$ cat config.mk
export PLATFORM = sky130hd
export DESIGN_NAME = trace_port_tx_flat
export DESIGN_NICKNAME = d
export VERILOG_FILES = /design/src/rtl/trace_port_tx_if.sv /design/src/rtl/trace_port_tx.sv /design/src/flat_wrapper.sv
export SDC_FILE = /design/constraint.sdc
export NUM_CORES = 1
export LEC_CHECK = 0
export ABC_AREA = 0
export CORE_UTILIZATION = 45
export CTS_CLUSTER_DIAMETER = 200
export CTS_CLUSTER_SIZE = 14
export DETAILED_ROUTE_END_ITERATION = 12
export PLACE_DENSITY = 0.74
export SLEW_MARGIN = 20
export SYNTH_ARGS = -nofsm -noshare
export SYNTH_HDL_FRONTEND = slang
export SYNTH_SLANG_ARGS = --single-unit
$ cat constraint.sdc
create_clock -name clk -period 5.9 [get_ports clk]
set_clock_uncertainty 0.05 [all_clocks]
set_input_delay 1.475 -clock clk [delete_from_list [all_inputs] [get_ports clk]]
set_output_delay 1.475 -clock clk [all_outputs]
set_load 0.005 [all_outputs]
$ cat src/rtl/trace_port_tx_if.sv
// Byte handshake between a producer and the trace port transmitter.
// The producer drives transmit/tx_byte and a byte moves on transmit && ready.
interface trace_port_tx_if;
  logic       transmit;
  logic [7:0] tx_byte;
  logic       ready;

  modport master (output transmit, output tx_byte, input ready);
  modport slave  (input transmit, input tx_byte, output ready);
endinterface

$ cat src/rtl/trace_port_tx.sv
// TPIU-style parallel trace port transmitter: serialises bytes LSB-first at 1/2/4 bits per
// traceClk edge, with full syncs after reset and periodically, and halfword syncs when idle.
module trace_port_tx #(
  parameter int unsigned DIV           = 4,
  parameter int unsigned SYNC_INTERVAL = 256,
  parameter int unsigned RESET_SYNCS   = 2
) (
  input  logic                  clk,
  input  logic                  rst,
  input  logic [1:0]            width,
  trace_port_tx_if.slave        tp,
  output logic [3:0]            traceDout,
  output logic                  traceClkOut,
  output logic                  sync_active,
  output logic                  busy
);
  localparam int unsigned PW = $clog2(DIV);
  localparam int unsigned CW = 16;
  localparam logic [PW-1:0] PH_LAST = PW'(DIV - 1);
  localparam logic [PW-1:0] PH_DATA = PW'(DIV / 2);
  localparam logic [CW-1:0] SYNC_N  = CW'(SYNC_INTERVAL);
  localparam logic [CW-1:0] RSYNC_N = CW'(RESET_SYNCS);

  typedef enum logic [1:0] {IDLE_HALF, DATA, SYNC_FULL} state_t;

  state_t          state, state_n;
  logic [1:0]      seq, seq_n;
  logic [PW-1:0]   phase, phase_n;
  logic [2:0]      beats_left, beats_n;
  logic [2:0]      lanes, lanes_n;
  logic [7:0]      shreg, shreg_n;
  logic            hold_full, hold_full_n;
  logic [7:0]      hold_byte, hold_byte_n;
  logic [CW-1:0]   dcount, dcount_n;
  logic [CW-1:0]   rsync, rsync_n;
  logic            ready_q, ready_n;
  logic [3:0]      dout_n;
  logic            clk_out_n, sync_n, busy_n;
  logic            accept, load;
  logic [7:0]      nxt;

  function automatic logic [2:0] lanes_of(input logic [1:0] w);
    case (w)
      2'b11:   return 3'd4;
      2'b10:   return 3'd2;
      default: return 3'd1;
    endcase
  endfunction

  // Beats remaining after the first one of a byte.
  function automatic logic [2:0] beats_of(input logic [1:0] w);
    case (w)
      2'b11:   return 3'd1;
      2'b10:   return 3'd3;
      default: return 3'd7;
    endcase
  endfunction

  function automatic logic [3:0] lane_mask(input logic [2:0] l);
    return 4'((5'd1 << l) - 5'd1);
  endfunction

  assign tp.ready = ready_q;
  assign accept   = tp.transmit && ready_q;

  // Next-state: beat timing, byte-boundary arbitration, shifter and holding register.
  always_comb begin
    state_n     = state;
    seq_n       = seq;
    phase_n     = (phase == PH_LAST) ? '0 : phase + PW'(1);
    beats_n     = beats_left;
    lanes_n     = lanes;
    shreg_n     = shreg;
    hold_byte_n = hold_byte;
    dcount_n    = dcount;
    rsync_n     = rsync;
    dout_n      = traceDout;
    clk_out_n   = traceClkOut ^ (phase == '0);
    sync_n      = sync_active;
    busy_n      = busy;
    load        = 1'b0;
    nxt         = 8'h00;

    if (phase == PH_DATA) begin
      if (beats_left != 3'd0) begin
        shreg_n = shreg >> lanes;
        beats_n = beats_left - 3'd1;
        dout_n  = shreg_n[3:0] & lane_mask(lanes);
      end else begin
        // Sync sequences are atomic; arbitration only happens once one completes.
        if (state == SYNC_FULL && seq != 2'd3) begin
          seq_n = seq + 2'd1;
          nxt   = (seq == 2'd2) ? 8'h7F : 8'hFF;
        end else if (state == IDLE_HALF && seq == 2'd0) begin
          seq_n = 2'd1;
          nxt   = 8'h7F;
        end else if (rsync != '0 || dcount == SYNC_N) begin
          state_n  = SYNC_FULL;
          seq_n    = 2'd0;
          nxt      = 8'hFF;
          dcount_n = '0;
          if (rsync != '0) rsync_n = rsync - CW'(1);
        end else if (hold_full) begin
          state_n = DATA;
          seq_n   = 2'd0;
          nxt     = hold_byte;
          load    = 1'b1;
          if (dcount != SYNC_N) dcount_n = dcount + CW'(1);
        end else begin
          state_n = IDLE_HALF;
          seq_n   = 2'd0;
          nxt     = 8'hFF;
        end
        lanes_n = lanes_of(width);
        beats_n = beats_of(width);
        shreg_n = nxt;
        dout_n  = nxt[3:0] & lane_mask(lanes_n);
        sync_n  = (state_n != DATA);
        busy_n  = (state_n == DATA);
      end
    end

    if (accept) hold_byte_n = tp.tx_byte;
    hold_full_n = (hold_full && !load) || accept;
    ready_n     = !hold_full_n;
  end

  // Reset re-arms the post-reset full syncs and drops any byte in flight or held.
  always_ff @(posedge clk or posedge rst) begin
    if (rst) begin
      state       <= SYNC_FULL;
      seq         <= 2'd3;
      phase       <= '0;
      beats_left  <= 3'd0;
      lanes       <= 3'd1;
      shreg       <= 8'h00;
      hold_full   <= 1'b0;
      hold_byte   <= 8'h00;
      dcount      <= '0;
      rsync       <= RSYNC_N;
      ready_q     <= 1'b0;
      traceDout   <= 4'h0;
      traceClkOut <= 1'b0;
      sync_active <= 1'b0;
      busy        <= 1'b0;
    end else begin
      state       <= state_n;
      seq         <= seq_n;
      phase       <= phase_n;
      beats_left  <= beats_n;
      lanes       <= lanes_n;
      shreg       <= shreg_n;
      hold_full   <= hold_full_n;
      hold_byte   <= hold_byte_n;
      dcount      <= dcount_n;
      rsync       <= rsync_n;
      ready_q     <= ready_n;
      traceDout   <= dout_n;
      traceClkOut <= clk_out_n;
      sync_active <= sync_n;
      busy        <= busy_n;
    end
  end
endmodule

$ cat src/flat_wrapper.sv
// flat-port wrapper written by rule: the top's interface ports become plain ports
module trace_port_tx_flat 
#(
  parameter int unsigned DIV           = 4,
  parameter int unsigned SYNC_INTERVAL = 256,
  parameter int unsigned RESET_SYNCS   = 2
)
  (clk, rst, width, traceDout, traceClkOut, sync_active, busy, tp_transmit, tp_tx_byte, tp_ready);
  trace_port_tx_if tp_i ();
  input  logic clk;
  input  logic rst;
  input  logic [1:0] width;
  output logic [3:0] traceDout;
  output logic traceClkOut;
  output logic sync_active;
  output logic busy;
  input wire logic [$bits(tp_i.transmit)-1:0] tp_transmit;
  input wire logic [$bits(tp_i.tx_byte)-1:0] tp_tx_byte;
  output wire logic [$bits(tp_i.ready)-1:0] tp_ready;
  assign tp_i.transmit = tp_transmit;
  assign tp_i.tx_byte = tp_tx_byte;
  assign tp_ready = tp_i.ready;
  trace_port_tx #(.DIV(DIV), .SYNC_INTERVAL(SYNC_INTERVAL), .RESET_SYNCS(RESET_SYNCS)) u_core (.clk(clk), .rst(rst), .width(width), .tp(tp_i), .traceDout(traceDout), .traceClkOut(traceClkOut), .sync_active(sync_active), .busy(busy));
endmodule
==> metrics.md, run 1 <==
| Metric | Value |
|---|---|
| WL final | `approximately 7.7 mm` |
| Routed wire per std cell | `about 16 µm` |
| Pre-antenna DRT Iters | `4` |
| Yosys warning total | `0` |
| Pwr/cell area | `between 300 and 400 nW/µm²` |
| Final hold slack | `0.4028 ns` |
| CP Launch Type | `flop` |
| Slew @ Worst Pin | `0.8174 ns` |
| CTS root buffer | `clkbuf_8` |
| Crit Path Class | `flop to flop` |
| Port buffer count | `20` |
| Antenna viol nets, final | `0` |
| Final setup vio count | `0` |
| Prevailing post-synth register cell | `dfrtp_1` |
| Largest net degree at the start of global routing | `55` |
| R2R cell count | `7` |
| Run status | `completed` |
| Die X | `~93 µm` |
| Cts hold-fix bufs | `0` |
| CTS Buf Count | `9` |
| Mapped Nets | `400` |
| Required time of the critical path | `between 6 and 7 ns` |
| Clock Sink Count | `just under 70` |
| Mean Syn Cell Area | `9.983 µm²` |
| Worst rel slew slack | `a little under half` |
| Postcts setup bufs | `0` |
| Tmin final | `~3.2 ns` |
| Initial antenna violation count | `0` |
| Top Ports | `21` |
| Setup TNS | `0 ns` |
| Post-CTS resize count | `0` |
| CTS tree | `done` |
| Pre-CTS WS | `~2.7 ns` |
| Worst hold-check path type | `flop to flop` |
| Placed Area | `4000 µm²` |
| Slew Limit Fails | `0` |
| Seq/Total Area, Yosys | `between 40% and 50%` |
| Finished Cell Area | `~4200 µm²` |
| DRT iter0 DRCs | `257` |
| Vias in the first global route | `roughly 2.8k` |
| Total gr overflow | `0` |
| CTS max path bufs | `2` |
| Critical Path AT | `3.42 ns` |
| Worst-skew pair later-pin latency | `around 0.34 ns` |
| # H-tree levels | `3` |
| Hold Path Stages | `1` |
| Die height | `around 93 µm` |
| #FFs+latches synth | `~70` |
| Gate Count Post-Synth | `roughly 380` |
| Vias | `2864` |
| Share of layout cells above drive strength 1 | `about an eighth` |
| CP cell instances | `inv_1 > ha_1 > and3b_1 > o31a_1 > nand3_1 > or4_1 > xnor2_1` |
| Tot GR Track Use | `between 10% and 20%` |
| DPL Wire Length | `around 5.5 mm` |
| Via density | `5.774` |
| Final Cycle Share | `55.05%` |
| First-pass GRT wire length | `~13 mm` |
| Slowest cell delay on critical path | `0.63 ns` |
| RSZ-0062 raised after global routing | `no` |
| Final worst slack | `approximately 2.7 ns` |
| Core Area | `7888 µm²` |
| Fin nets | `415` |
| Leakage | `between 1.5 and 2 nW` |
| Async SR Flop Fraction | `100.0%` |
| Endpoints failing hold | `0` |
| Cell variety after synth | `between 60 and 70` |
| DRC Markers | `0` |
| Layout area overhead | `12.00%` |
| Maximum vdd drop | `about 120 µV` |
| Crit path max fanout | `19` |
| Die area | `8688 µm²` |
| Antenna diodes | `0` |
| Initial Util | `47.46%` |
| # rows | `32` |
| Max cap viols | `0` |
| F_max | `between 0.3 and 0.4 GHz` |
| Final Wtd Congestion | `between 0.8 and 0.9` |
| Worst-path clk slew | `0.07 ns` |
| Max stage delay cell, worst path | `o31a_1` |
| Number of flops mapped to enable cells by yosys | `0` |
| Crit end category | `flop` |
| Mapped Area | `3744 µm²` |
metrics by stage:
step / instances / power [mW] / utilization [%]
after floorplan: 375 / 0.8559 / -
after global placement: 481 / 0.9484 / 50.71
after detailed placement: 481 / 0.9637 / 50.71
after CTS: 496 / 1.346 / 53.16
after global routing: 496 / 1.423 / 53.16
final: 496 / 1.335 / 53.16
worst max-delay path, delay by kind of cell (launching register included):
family,cells,cell delay [ns]
AO/OA/AOI/OAI,1,0.63
XOR/XNOR,1,0.14
adder cells (fa/ha/maj),1,0.54
buffers and inverters,1,0.09
flip-flops,1,0.39
AND/OR/NAND/NOR,3,1.29
report_power, final:
part / internal, mW / switching [mW]
clock network: 0.217 / 0.162
logic: 0.167 / 0.138
registers: 0.559 / 0.0925
worst paths after layout:
check                                 from                   to  slack [ns]
max in group asynchronous              rst     u_core.hold_full        3.46
min in group asynchronous              rst  u_core.hold_byte[2]        1.36
min                        u_core.phase[0]      u_core.phase[0]        0.40
max reg2reg                u_core.phase[0]      u_core.rsync[5]        2.65
min reg2reg                u_core.phase[0]      u_core.phase[0]        0.40
max                        u_core.phase[0]      u_core.rsync[5]        2.65
logic make-up (layout without fill, tap and decap cells):
kind of cell / Yosys count / in the layout / share of synthesized area (%)
fa+ha+maj: 12 / 12 / 4.011
compound gates: 67 / 67 / 11.46
flops: 69 / 69 / 46.29
buf+inv: 37 / 56 / 4.211
mux: 21 / 21 / 6.651
xor+xnor: 24 / 24 / 5.615
simple gates: 145 / 145 / 21.76
synth_stat cells, types with 3 or more instances:
library cell  count  area, µm²
buf_2             6      30.03
nand4_1           8      50.05
a21oi_1          12      60.06
a21oi_2           3      26.28
a32oi_1           3      26.28
clkbuf_1          8      30.03
nor4_1            6      37.54
nand3_1          14      70.07
nand2_1          30      112.6
or4_1             9      67.56
nand2b_1          3      18.77
or3_1             5      31.28
dfrtp_1          64       1602
xnor2_1          15      131.4
nor2_1           34      127.6
o31a_1            3      26.28
mux2i_1           8      80.08
o211ai_1          4      30.03
nor3_1           10      50.05
mux2_2           11      123.9
o31ai_1           6      45.04
xor2_1            9      78.83
ha_1             12      150.1
o21ai_0          23      115.1
inv_1            18      67.56
dfstp_2           5      131.4
cell usage in the layout, fill, tap and decap left out, types with 2 or more instances in the layout:
cell              n
inv_1            17
clkdlybuf4s50_1  20
or3_1             5
xor2_1            9
buf_4             2
mux2_2           11
nor3_1           10
o21ai_0          23
nand2_1          30
o221ai_1          2
nor3b_1           2
dfstp_2           5
dfrtp_1          64
nor4_1            6
a32oi_1           3
mux2i_1           8
nor2b_1           2
xnor2_1          15
nor2_1           34
and2_1            2
o31ai_1           6
a31oi_1           2
o211ai_1          4
clkbuf_1          3
mux4_2            2
or4_1             9
nand4_1           8
nand2b_1          3
ha_1             12
a21oi_1          12
clkbuf_8         11
o22ai_1           2
nand3_1          14
nand3b_1          2
nor2_2            2
a21oi_2           3
o31a_1            3
and4_1            2
flip-flops by register name (all words and copies together) (netlist names):
name	cells
u_core.traceClkOut	1
u_core.phase	2
u_core.hold_byte	8
u_core.state	2
u_core.rsync	16
u_core.traceDout	4
u_core.hold_full	1
u_core.busy	1
u_core.lanes	3
u_core.beats_left	3
u_core.sync_active	1
u_core.dcount	16
u_core.shreg	8
u_core.tp.ready	1
u_core.seq	2
per-layer routing:
metal / routed length [µm] / global-route usage (%) / up-vias / part of all wire (%)
met3: 308 / 4.390 / 13 / 4.0
met1: 3749 / 28.50 / 1410 / 49
met5: 0 / 0 / - / 0
met2: 3536 / 28.49 / 71 / 46
li1: - / - / 1370 / -
met4: 119 / 7.564 / 0 / 1.5
area by class of cell:
cell class | count | area [µm²]
fill | 703 | 3695
sequential | 69 | 1733
clock buffer | 14 | 162.7
clock inverter | 1 | 30.03
tap | 102 | 127.6
inverter | 19 | 71.32
timing repair buffer | 22 | 215.2
multi-input combinational | 269 | 1853
(Power assumes the default switching activity.)
==> run 2: changes to the inputs <==
==> constraint.sdc (replaced) <==
create_clock -name clk -period 3.35 [get_ports clk]
set_clock_uncertainty 0.05 [all_clocks]
set_input_delay 0.8375 -clock clk [delete_from_list [all_inputs] [get_ports clk]]
set_output_delay 0.8375 -clock clk [all_outputs]
set_load 0.005 [all_outputs]
==> metrics.md, run 2 (same netlist as run 1, synthesis figures left out) <==
| Metric | Value |
|---|---|
| Tot GR Track Use | `19.43% (was 19.65%)` |
| Final Wtd Congestion | `0.8780 (was 0.8964)` |
| Post-Layout Cell Count | `500 (was 496)` |
| Top Registers | `u_core.dcount (16), u_core.rsync (16) (unchanged)` |
| Highest Signal Layer | `met4 (unchanged)` |
| Die X | `93.21 µm (unchanged)` |
| Critical Path AT | `2.88 ns (was 3.42 ns)` |
| Final Cycle Share | `79.44% (was 55.05%)` |
| Final setup vio count | `0 (unchanged)` |
| CP Launch Type | `flop (unchanged)` |
| Worst hold-check path type | `flop to flop (unchanged)` |
| Pre-antenna DRT Iters | `4 (unchanged)` |
| Die area | `8688 µm² (unchanged)` |
| Slew Limit Fails | `0 (unchanged)` |
| Clock Sink Count | `69 (unchanged)` |
| Worst-skew pair later-pin latency | `0.33 ns (was 0.34 ns)` |
| Slew @ Worst Pin | `0.6463 ns (was 0.8174 ns)` |
| Routed wire per std cell | `15.43 µm (was 15.55 µm)` |
| R2R Path Start | `u_core.seq[0] (was u_core.phase[0])` |
| RSZ-0062 raised after global routing | `no (unchanged)` |
| Flop2flop setup slack | `0.69 ns (was 2.65 ns)` |
| Vias | `2838 (was 2864)` |
| Layout area overhead | `12.63% (was 12.00%)` |
| Placed Instances | `484 (was 481)` |
| Max stage delay cell, worst path | `o31a_1 (unchanged)` |
| Run status | `completed (unchanged)` |
| Vias in the first global route | `2780 (was 2757)` |
| Via density | `5.676 (was 5.774)` |
| Post-CTS resize count | `0 (unchanged)` |
| Port buffer count | `20 (unchanged)` |
| CTS max path bufs | `2 (unchanged)` |
| DRT iter0 DRCs | `165 (was 257)` |
| Max cap viols | `0 (unchanged)` |
| Crit Path Class | `flop to flop (unchanged)` |
| Routed length on met2 | `3.675 mm (was 3.536 mm)` |
| Endpoints failing hold | `0 (unchanged)` |
| DPL Wire Length | `5.412 mm (was 5.473 mm)` |
| F_max | `0.3758 GHz (was 0.3079 GHz)` |
| DRC Markers | `0 (unchanged)` |
| Top Ports | `21 (unchanged)` |
| Total gr overflow | `0 (unchanged)` |
| Hold_sp | `u_core.phase[0] (unchanged)` |
| # H-tree levels | `3 (unchanged)` |
| Most frequent cells in the layout | `dfrtp_1 (64), nor2_1 (34), nand2_1 (30) (unchanged)` |
| FF-to-FF End | `u_core.dcount[15] (was u_core.rsync[5])` |
| CP bufs+invs | `1 (unchanged)` |
| Cts hold-fix bufs | `0 (unchanged)` |
| Hold path endpoint | `u_core.phase[0] (unchanged)` |
| R2R cell count | `7 (unchanged)` |
| Initial Util | `47.46% (unchanged)` |
| Setup TNS | `0 ns (unchanged)` |
| CTS tree | `done (unchanged)` |
| CTS Buf Count | `9 (unchanged)` |
| Crit path max fanout | `13 (was 19)` |
| Metal3 WL | `231 µm (was 308 µm)` |
| CTS root buffer | `clkbuf_8 (unchanged)` |
| CP cell instances | `inv_1 > ha_1 > nor2_1 > o31a_1 > nand2_1 > or4_1 > a21oi_2 (was inv_1 > ha_1 > and3b_1 > o31a_1 > nand3_1 > or4_1 > xnor2_1)` |
| Tmin final | `2.661 ns (was 3.248 ns)` |
| Die height | `93.21 µm (unchanged)` |
| Antenna diodes | `0 (unchanged)` |
| Critical path's top delay family | `simple AND/OR/NAND/NOR gates (unchanged)` |
| Share of layout cells above drive strength 1 | `13.32% (was 12.44%)` |
| Worst-path clk slew | `0.07 ns (about the same)` |
| Pwr/cell area | `548.4 nW/µm² (was 318.4 nW/µm²)` |
| First-pass GRT wire length | `13.25 mm (was 13.37 mm)` |
| Maximum vdd drop | `183.7 µV (was 121.3 µV)` |
| Post-Route M1 WL | `3.727 mm (was 3.749 mm)` |
| Crit end category | `flop (unchanged)` |
| Leakage | `1.838 nW (was 1.821 nW)` |
| Worst rel slew slack | `56.91% (was 45.04%)` |
| CP Launch Point | `u_core.seq[0] (was u_core.phase[0])` |
| Core Area | `7888 µm² (unchanged)` |
| Required time of the critical path | `3.56 ns (was 6.08 ns)` |
| Slowest cell delay on critical path | `0.58 ns (was 0.63 ns)` |
| Most common cell after layout, fill and taps aside | `dfrtp_1 (unchanged)` |
| WL final | `7.716 mm (was 7.712 mm)` |
| Initial antenna violation count | `0 (unchanged)` |
| Fin nets | `418 (was 415)` |
| Postcts setup bufs | `0 (unchanged)` |
| # rows | `32 (unchanged)` |
| Hold Path Stages | `1 (unchanged)` |
| Largest net degree at the start of global routing | `31 (was 55)` |
| Antenna viol nets, final | `0 (unchanged)` |
run 2: cell types whose count changed in the layout (fill, tap and decap cells not counted):
cell	before	now
clkbuf_8	11	12
buf_4	2	4
clkinv_2	0	1
buf_12	0	1
bufinv_16	1	0
run 2: cell type report:
cell class,instances,area (µm²)
Sequential cell,69,1733
Tap cell,102,127.6
Clock buffer,15,176.4
Inverter,19,71.32
Multi-Input combinational cell,269,1853
Fill cell,689,3671
Clock inverter,1,5.005
Timing Repair Buffer,25,250.2
run 2: worst max-delay path by stage:
stage                      endpoint  depth (start not counted)
3_5_place_dp      u_core.dcount[15]                          7
3_3_place_gp       u_core.rsync[12]                          5
5_1_grt           u_core.dcount[15]                          7
4_1_cts           u_core.dcount[15]                          7
2_1_floorplan  u_core.beats_left[0]                          1
6_report          u_core.dcount[15]                          7
run 2: metrics by stage:
stage | cell area [µm²] | power, mW | util [%] | setup slack [ns] | hold slack, ns
finish | 4217 | 2.312 | 53.46 | 0.6889 | 0.4026
global route | 4217 | 2.451 | 53.46 | 0.5101 | 0.4300
CTS | 4217 | 2.325 | 53.46 | 0.6962 | 0.4094
detailed placement | 4035 | 1.690 | 51.16 | 0.7131 | 0.3986
global placement | 4035 | 1.671 | 51.16 | 0.8770 | 0.3871
floorplan | 3744 | 1.507 | - | 0.7309 | 0.3723
run 2: layer usage:
metal	vias to the layer above	track usage, %
met3	7	3.333
met2	55	29.53
met5	-	0
met1	1399	27.50
li1	1377	-
met4	0	7.949
run 2: where the power goes:
part	leakage, nW	switching (mW)	internal, mW
logic	0.857	0.241	0.296
registers	0.888	0.162	0.984
clock network	0.0937	0.299	0.330
total	1.84	0.702	1.61
